--- src/rtl/word_deserializer_if.sv ---
// rtl/word_deserializer_if.sv - serial-bit in / parallel-word out handshake bundle
interface word_deserializer_if #(
  parameter int WIDTH = 32,
  parameter int IDX_W = 5
);
  logic             bit_in;
  logic             bit_valid;
  logic             bit_ready;
  logic [WIDTH-1:0] word_out;
  logic             word_valid;
  logic             word_ready;
  logic [IDX_W:0]   bit_count;

  // deserializer side
  modport slave (
    input  bit_in, bit_valid, word_ready,
    output bit_ready, word_out, word_valid, bit_count
  );

  // bit producer / word consumer side
  modport master (
    output bit_in, bit_valid, word_ready,
    input  bit_ready, word_out, word_valid, bit_count
  );
endinterface

--- src/rtl/word_deserializer.sv ---
// rtl/word_deserializer.sv - bit-serial to parallel word assembler with valid/ready output
module word_deserializer #(
  parameter int WIDTH     = 32,
  parameter int IDX_W     = 5,
  parameter bit MSB_FIRST = 1'b0
) (
  input  logic                i_clk,
  input  logic                i_reset_n,
  input  logic                i_flush,
  word_deserializer_if.slave  s_bus
);

  typedef enum logic {
    S_FILL = 1'b0,
    S_HOLD = 1'b1
  } state_t;

  localparam logic [IDX_W-1:0] IDX_LAST = IDX_W'(WIDTH - 1);
  localparam logic [IDX_W:0]   CNT_FULL = (IDX_W + 1)'(WIDTH);
  localparam logic [IDX_W:0]   CNT_ONE  = (IDX_W + 1)'(1);

  state_t           r_state;
  logic [IDX_W-1:0] r_idx;
  logic [WIDTH-1:0] r_word;
  logic [IDX_W:0]   r_count;

  state_t           w_state_nxt;
  logic [IDX_W-1:0] w_idx_nxt;
  logic [WIDTH-1:0] w_word_nxt;
  logic [IDX_W:0]   w_count_nxt;
  logic [IDX_W-1:0] w_pos;
  logic             w_bit_ready;
  logic             w_accept;

  // In HOLD the index is always 0, so w_pos is already pos(0) for the handoff bit.
  assign w_pos       = MSB_FIRST ? (IDX_LAST - r_idx) : r_idx;
  // A held word frees its slot in the same cycle it is consumed, so ready follows word_ready.
  assign w_bit_ready = !i_flush && ((r_state == S_FILL) || s_bus.word_ready);
  assign w_accept    = s_bus.bit_valid && w_bit_ready;

  assign s_bus.bit_ready  = w_bit_ready;
  assign s_bus.word_out   = r_word;
  assign s_bus.word_valid = (r_state == S_HOLD);
  assign s_bus.bit_count  = r_count;

  // next-state logic: flush first, then fill/accept or hold/handoff
  always_comb begin
    w_state_nxt = r_state;
    w_idx_nxt   = r_idx;
    w_word_nxt  = r_word;
    w_count_nxt = r_count;
    if (i_flush) begin
      w_state_nxt = S_FILL;
      w_idx_nxt   = '0;
      w_word_nxt  = '0;
      w_count_nxt = '0;
    end else begin
      case (r_state)
        S_FILL: begin
          if (w_accept) begin
            w_word_nxt[w_pos] = s_bus.bit_in;
            if (r_idx == IDX_LAST) begin
              w_idx_nxt   = '0;
              w_state_nxt = S_HOLD;
              w_count_nxt = CNT_FULL;
            end else begin
              w_idx_nxt   = r_idx + IDX_W'(1);
              w_count_nxt = {1'b0, r_idx} + CNT_ONE;
            end
          end
        end
        S_HOLD: begin
          if (s_bus.word_ready) begin
            w_state_nxt = S_FILL;
            w_word_nxt  = '0;
            w_idx_nxt   = '0;
            w_count_nxt = '0;
            // handoff and first bit of the next word in the same cycle
            if (s_bus.bit_valid) begin
              w_word_nxt[w_pos] = s_bus.bit_in;
              w_idx_nxt         = IDX_W'(1);
              w_count_nxt       = CNT_ONE;
            end
          end
        end
        default: begin
          w_state_nxt = S_FILL;
          w_idx_nxt   = '0;
          w_word_nxt  = '0;
          w_count_nxt = '0;
        end
      endcase
    end
  end

  // state register with synchronous active-low reset
  always_ff @(posedge i_clk) begin
    if (!i_reset_n) begin
      r_state <= S_FILL;
      r_idx   <= '0;
      r_word  <= '0;
      r_count <= '0;
    end else begin
      r_state <= w_state_nxt;
      r_idx   <= w_idx_nxt;
      r_word  <= w_word_nxt;
      r_count <= w_count_nxt;
    end
  end

endmodule

--- src/flat_wrapper.sv ---
// flat-port wrapper written by rule: the top's interface ports become plain ports
module word_deserializer_flat 
#(
  parameter int WIDTH     = 32,
  parameter int IDX_W     = 5,
  parameter bit MSB_FIRST = 1'b0
)
  (i_clk, i_reset_n, i_flush, s_bus_bit_in, s_bus_bit_valid, s_bus_word_ready, s_bus_bit_ready, s_bus_word_out, s_bus_word_valid, s_bus_bit_count);
  word_deserializer_if #(.WIDTH(WIDTH), .IDX_W(IDX_W)) s_bus_i ();
  input  logic i_clk;
  input  logic i_reset_n;
  input  logic i_flush;
  input wire logic [$bits(s_bus_i.bit_in)-1:0] s_bus_bit_in;
  input wire logic [$bits(s_bus_i.bit_valid)-1:0] s_bus_bit_valid;
  input wire logic [$bits(s_bus_i.word_ready)-1:0] s_bus_word_ready;
  output wire logic [$bits(s_bus_i.bit_ready)-1:0] s_bus_bit_ready;
  output wire logic [$bits(s_bus_i.word_out)-1:0] s_bus_word_out;
  output wire logic [$bits(s_bus_i.word_valid)-1:0] s_bus_word_valid;
  output wire logic [$bits(s_bus_i.bit_count)-1:0] s_bus_bit_count;
  assign s_bus_i.bit_in = s_bus_bit_in;
  assign s_bus_i.bit_valid = s_bus_bit_valid;
  assign s_bus_i.word_ready = s_bus_word_ready;
  assign s_bus_bit_ready = s_bus_i.bit_ready;
  assign s_bus_word_out = s_bus_i.word_out;
  assign s_bus_word_valid = s_bus_i.word_valid;
  assign s_bus_bit_count = s_bus_i.bit_count;
  word_deserializer #(.WIDTH(WIDTH), .IDX_W(IDX_W), .MSB_FIRST(MSB_FIRST)) u_core (.i_clk(i_clk), .i_reset_n(i_reset_n), .i_flush(i_flush), .s_bus(s_bus_i));
endmodule
--- config.mk ---
export PLATFORM = sky130hd
export DESIGN_NAME = word_deserializer_flat
export DESIGN_NICKNAME = d
export VERILOG_FILES = /design/src/rtl/word_deserializer_if.sv /design/src/rtl/word_deserializer.sv /design/src/flat_wrapper.sv
export SDC_FILE = /design/constraint.sdc
export NUM_CORES = 1
export LEC_CHECK = 0
export CAP_MARGIN = 10
export CORE_ASPECT_RATIO = 1.75
export CORE_MARGIN = 8
export CORE_UTILIZATION = 45
export CTS_CLUSTER_DIAMETER = 150
export DETAILED_ROUTE_END_ITERATION = 6
export GPL_TIMING_DRIVEN = 0
export PLACE_DENSITY = 0.75
export SYNTH_ARGS = -nofsm -noshare
export SYNTH_HDL_FRONTEND = slang
export SYNTH_SLANG_ARGS = --single-unit
--- constraint.sdc ---
create_clock -name i_clk -period 1.74 [get_ports i_clk]
set_input_delay 0.261 -clock i_clk [delete_from_list [all_inputs] [get_ports i_clk]]
set_output_delay 0.261 -clock i_clk [all_outputs]
set_load 0.02 [all_outputs]
==> metrics, run 1 <==
vias per cell 6.725; critical path class flop to flop; CTS max path bufs 2; Slew Limit Fails 0; synthesized cell area 2112 sq um; max incr delay on CP around 0.52 ns; Synth area leaders dfxtp_1 (37%), a32o_1 (15%), o22ai_1 (5.9%), nor4bb_1 (4.3%), clkbuf_1 (4.3%); outcome complete, no violations; initial antenna violation count 0; final hold violation count 0; FILL cells between 300 and 400; average routed wire per standard cell ~21 um; syn avg cell area 9.143 sq um; area leader, netlist dfxtp_1; Residual DRC 0; Setup crit start kind flop; Max Fclk 0.5899 GHz; Final period util a little over nine tenths; slowest stage cell, crit path or4_1; commonest non-fill, non-tap cells in the layout clkdlybuf4s50_1 (42), dfxtp_1 (34), a32o_1 (31), o22ai_1 (20), nand3_1 (14); arrival time worst endpoint 1.91 ns; die area between 7000 and 8000 sq um; Worst Tran Pin Value 0.5808 ns; fraction of layout cells with a size suffix above 1 a little under a quarter; Crit. End Element flop; slack of the critical path between 0.04 and 0.05 ns; # nets final 293; Final Non-Filler Cells between 300 and 400; RSZ-0062 raised after global routing true; ANT cells 0; vias in the first global route 2229; die width just under 70 um; gpl congestion 0.9121; final hold slack 0.4969 ns; Max rail drop VDD 0.5529 mV; pin count of the biggest net entering global routing 15; Initial Util around 46%; commonest non-fill, non-tap cell in the layout clkdlybuf4s50_1; data required time of the worst path 1.95 ns; DP Worst Slack -0.5797 ns; syn nets 243; yosys warns 0; Seq/Total Area, Yosys 36.97%; worst-path maximum fanout 8; total grt overflow 0; slew margin rel. 61.10%; Synth top area share 36.97%; GRT Total Usage 19.81%; DR iter-0 viols 177; clock latency at the later pin of the worst-skew pair 0.29 ns; WP buf/inv 1; final setup fails 0; Worst Skew 0.003754 ns; core area 4583 sq um; Clock transition at path regs 0.08 ns; number of placed instances, taps included 328; post-route ant nets 0; setup_tns 0 ns; CTS root buf clkbuf_8; DP Wirelength 4891 um; Synth cell types 38; Max-cap violations 0; P per Cell Area 536.3 nW/um^2; CP cell instances or3b_1 -> buf_2 -> or4_1 -> a31oi_1; std cell rows 33; register bit total from synthesis 39; Ports 46; Port Buffers 45; via count 2246; Leak around 0.96 nW; Synth-to-Final Area Change 42.54%; Post-Syn Instances 231; H-tree lvl count 2; minimum period implied by the final worst setup slack 1.695 ns; die height 106.6 um; HP Class flop to flop; first-pass GRT wire length 11430 um; CP top delay family simple AND/OR/NAND/NOR gates; Post-Route WL 7080 um; CTS tree built; CTS Buf Count 5; TritonRoute pass-1 iters 5; TritonCTS Sinks 39
-- where the power goes --
part           internal [W]  switching [W]
combinational     0.0000404      0.0000785
sequential         0.000888     0.00000279
clock              0.000280       0.000325
total               0.00121       0.000406
-- per-layer routing --
layer  vias to the layer above  track usage (%)  share of wire, %
met3                        22            3.445               8.1
li1                       1030                -                 -
met1                      1060            23.99                38
met2                       134            32.81                50
met4                         0            8.689               3.4
met5                         -                0                 0
-- flip-flops by register name (all words and copies together), names as in the netlist --
signal                   count
u_core.s_bus.word_out       32
u_core.s_bus.bit_count       6
u_core.s_bus.word_valid      1
-- Yosys cell counts --
cell type and number:
o22ai_1 20, a222oi_1 1, or4_1 1, o31a_1 1
a31oi_1 2, dfxtp_1 39, nor4_1 6, nor2_1 8
o211ai_1 2, clkbuf_2 1, and4b_1 6, buf_1 1
a32o_1 31, nand3_1 15, inv_1 5, nand4_1 1
a41o_1 1, and3b_1 2, nor2b_1 4, o21ai_0 1
nand2_1 5, nor3b_1 1, and3_1 2, nand2b_1 3
nor3b_2 1, nor4b_1 10, or3b_1 1, a311oi_1 2
and2_1 3, nand3b_1 1, clkbuf_1 24, a32oi_1 1
o2111ai_1 1, nor3_1 4, nor4bb_1 9, buf_2 6
a21oi_1 3, ha_1 6
-- logic make-up after synthesis --
family	Yosys count	share of synthesized area, %
AND/OR/NAND/NOR	83	26.60
AO/OA/AOI/OAI	66	25.89
flip-flops	39	36.97
buffers and inverters	37	6.990
adder cells (fa/ha/maj)	6	3.554
-- path summary, 6_finish.rpt --
path                        startpoint                         to  slack [ns]  cells past startpoint
max reg2reg    u_core.s_bus.word_valid  u_core.s_bus.bit_count[3]        0.04                      4
max            u_core.s_bus.word_valid  u_core.s_bus.bit_count[3]        0.04                      4
min reg2reg  u_core.s_bus.word_out[10]  u_core.s_bus.word_out[10]        0.50                      1
min          u_core.s_bus.word_out[10]  u_core.s_bus.word_out[10]        0.50                      1
-- final cells by class --
cell class / instances / area, sq um / area share, %
buffer: 26 / 183.9 / 6.110
clock buffer: 5 / 68.82 / 2.286
clock inverter: 3 / 18.77 / 0.6234
inverter: 5 / 18.77 / 0.6234
multi-input combinational: 155 / 1385 / 46.01
sequential: 39 / 797.0 / 26.48
tap: 52 / 65.06 / 2.161
timing repair buffer: 49 / 473.0 / 15.71
-- stage by stage --
| step | utilization (%) | total power (W) | area (sq um) |
|---|---|---|---|
| finish | 65.68 | 0.001614 | 3010 |
| global route | 65.68 | 0.001679 | 3010 |
| CTS | 63.50 | 0.001617 | 2910 |
| detailed placement | 58.48 | 0.001014 | 2680 |
| global placement | 58.48 | 0.001014 | 2680 |
| floorplan | - | 0.0009718 | 2165 |
-- what timing repair did --
| item | in CTS | in global routing |
|---|---|---|
| hold buffers | 0 | 0 |
| buffers inserted | 3 | 1 |
| resized for setup | 36 | 30 |
| setup endpoints to repair | 36 | 35 |
| pin swaps | 3 | 2 |
No activity file was read; power rests on OpenSTA's default activity.
==> run 2, diff against run 1 <==
--- a/config.mk
+++ b/config.mk
@@ -5,14 +5,15 @@
 export SDC_FILE = /design/constraint.sdc
 export NUM_CORES = 1
 export LEC_CHECK = 0
+export ABC_AREA = 1
 export CAP_MARGIN = 10
 export CORE_ASPECT_RATIO = 1.75
 export CORE_MARGIN = 8
-export CORE_UTILIZATION = 45
+export CORE_UTILIZATION = 46
 export CTS_CLUSTER_DIAMETER = 150
 export DETAILED_ROUTE_END_ITERATION = 6
 export GPL_TIMING_DRIVEN = 0
-export PLACE_DENSITY = 0.75
+export PLACE_DENSITY = 0.76
 export SYNTH_ARGS = -nofsm -noshare
 export SYNTH_HDL_FRONTEND = slang
 export SYNTH_SLANG_ARGS = --single-unit
==> constraint.sdc (replaced) <==
create_clock -name i_clk -period 1.5 [get_ports i_clk]
set_input_delay 0.225 -clock i_clk [delete_from_list [all_inputs] [get_ports i_clk]]
set_output_delay 0.225 -clock i_clk [all_outputs]
set_load 0.02 [all_outputs]
==> metrics, run 2 <==
max incr delay on CP between 0.6 and 0.7 ns; overall power 0.001907 W; total grt overflow 0; vias in the first global route 2276; Synth-to-Final Area Change 33.03%; Post-synth EDFFs 0; outcome complete, no violations; Worst Tran Pin Value around 0.52 ns; CTS Buf Count 5; area leader, netlist dfxtp_1; core area 4624 sq um; P per Cell Area roughly 660 nW/um^2; fraction of layout cells with a size suffix above 1 ~12%; synth cell count leaders nand2_1 (123), a21oi_1 (39), dfxtp_1 (39); TritonCTS Sinks 39; WP buf/inv 1; first-pass GRT wire length about 11000 um; std cell rows 33; Post-Route WL 6507 um; Setup crit start kind flop; FILL cells roughly 440; final hold violation count 0; die area roughly 7300 sq um; average routed wire per standard cell 15.13 um; initial antenna violation count 0; Port Buffers 45; synthesized cell area 2175 sq um; setup_tns 0 ns; pin count of the biggest net entering global routing 12; Ports 46; CP top delay family buffers and inverters; Largest register FFs 32; minimum period implied by the final worst setup slack 1.464 ns; Post-Syn Instances 326; Synth area leaders dfxtp_1 (36%), nand2_1 (21%), nand3b_1 (10%), a21oi_1 (9.0%), nand3_1 (4.1%); gpl congestion 0.9218; DP Wirelength 4574 um; yosys warns 0; Final period util approximately 98%; Initial Util 47.02%; slowest stage cell, crit path clkdlybuf4s50_1; Seq/Total Area, Yosys between 30% and 40%; slack of the critical path ~0.036 ns; DR iter-0 viols about 140; H-tree lvl count 2; Residual DRC 0; die width 67.98 um; CP cell instances clkdlybuf4s50_1; commonest non-fill, non-tap cell in the layout nand2_1; data required time of the worst path 1.27 ns; HP Class flop to flop; CTS tree built; ys async rst share 0%; TritonRoute pass-1 iters 4; dominant synthesized flop cell dfxtp_1; Synth top area share ~36%; Synth cell types 19; die height 107.0 um; worst-path maximum fanout 2; # nets final 389; arrival time worst endpoint 1.24 ns; slew margin rel. 65.25%; Max Fclk 0.6831 GHz; Crit. End Element primary output; ANT cells 0; syn nets 338; Slew Limit Fails 0; via count 2371; syn avg cell area 6.671 sq um; post-route ant nets 0; Max rail drop VDD approximately 0.59 mV; critical path class flop to primary output; commonest non-fill, non-tap cells in the layout nand2_1 (122), a21oi_1 (38), dfxtp_1 (34), nand3b_1 (29), clkdlybuf4s50_1 (21); Worst Skew 0.009596 ns; vias per cell 5.514; Leak 1.430 nW; final setup fails 0; Clock transition at path regs about 0.080 ns; Max-cap violations 0; DP Worst Slack -0.4509 ns; CTS max path bufs 2; GRT Total Usage 18.33%; cell with the most instances after synthesis nand2_1; clock latency at the later pin of the worst-skew pair between 0.2 and 0.3 ns; register bit total from synthesis 39; CTS root buf clkbuf_8
## run 2: cell types whose count changed in the layout (fill, tap and decap cells not counted), sizes merged, moves of 20 or more
cell,before,now
nand2,5,123
a21oi,3,39
a32o,31,0
nand3b,1,29
clkdlybuf4s50,42,21
o22ai,20,0
## run 2: where the power goes
part | internal, W | total, W | switching, W
clock network | 0.000327 | 0.000705 | 0.000378
logic | 0.0000576 | 0.000162 | 0.000105
registers | 0.00103 | 0.00104 | 0.00000430
## run 2: cell families after synthesis
| family | count (synthesis) | synth area share (%) |
|---|---|---|
| compound gates | 45 | 10.36 |
| fa+ha+maj | 6 | 3.452 |
| buf+inv | 38 | 8.342 |
| flops | 39 | 35.90 |
| simple gates | 198 | 41.95 |
## run 2: area by class of cell
| type | instances | area (sq um) | area share, % |
|---|---|---|---|
| Multi-Input combinational cell | 249 | 1249 | 43.17 |
| Inverter | 13 | 56.30 | 1.946 |
| Clock inverter | 1 | 5.005 | 0.1730 |
| Clock buffer | 7 | 76.32 | 2.638 |
| Timing Repair Buffer | 47 | 495.5 | 17.13 |
| Buffer | 22 | 153.9 | 5.320 |
| Tap cell | 52 | 65.06 | 2.249 |
| Sequential cell | 39 | 792.0 | 27.38 |
## run 2: worst register-to-register path, delay by kind of cell, from the launching register on
family                     cells  cell delay (ns)
buffers and inverters          1             0.08
adders and majority gates      2             0.38
and+or+nand+nor                4             0.29
DFF                            1             0.38
AOI/OAI and AO/OA              2             0.24
## run 2: final timing paths
check	cells after the start	endpoint	slack [ns]	start
worst max-delay path	1	s_bus_word_out[18]	0.04	u_core.s_bus.word_out[18]
worst min-delay path	2	u_core.s_bus.word_out[29]	0.46	u_core.s_bus.word_out[29]
worst max register to register	9	u_core.s_bus.bit_count[0]	0.06	u_core.s_bus.bit_count[0]
worst min register to register	2	u_core.s_bus.word_out[29]	0.46	u_core.s_bus.word_out[29]
## run 2: through the flow
stage               utilization, %  area (sq um)  hold slack (ns)  cells
global route                 62.55          2893           0.4708    430
detailed placement           58.50          2705           0.4505    423
global placement             58.50          2705           0.4466    423
floorplan                        -          2190           0.3635    326
CTS                          60.34          2790           0.4631    429
finish                       62.55          2893           0.4592    430
## run 2: routing by layer
metal,up-vias,global-route usage (%),share of wire (%)
met5,-,0,0
met1,1104,21.22,40
li1,1170,-,-
met2,78,30.68,51
met3,19,3.027,5.1
met4,0,9.573,3.3
## run 2: timing repair
action / in CTS / in global routing
endpoints found under the setup margin: 42 / 55
gates resized for setup: 17 / 43
hold buffers: 0 / 0
setup buffers: 1 / 1
pin swaps: 1 / 1
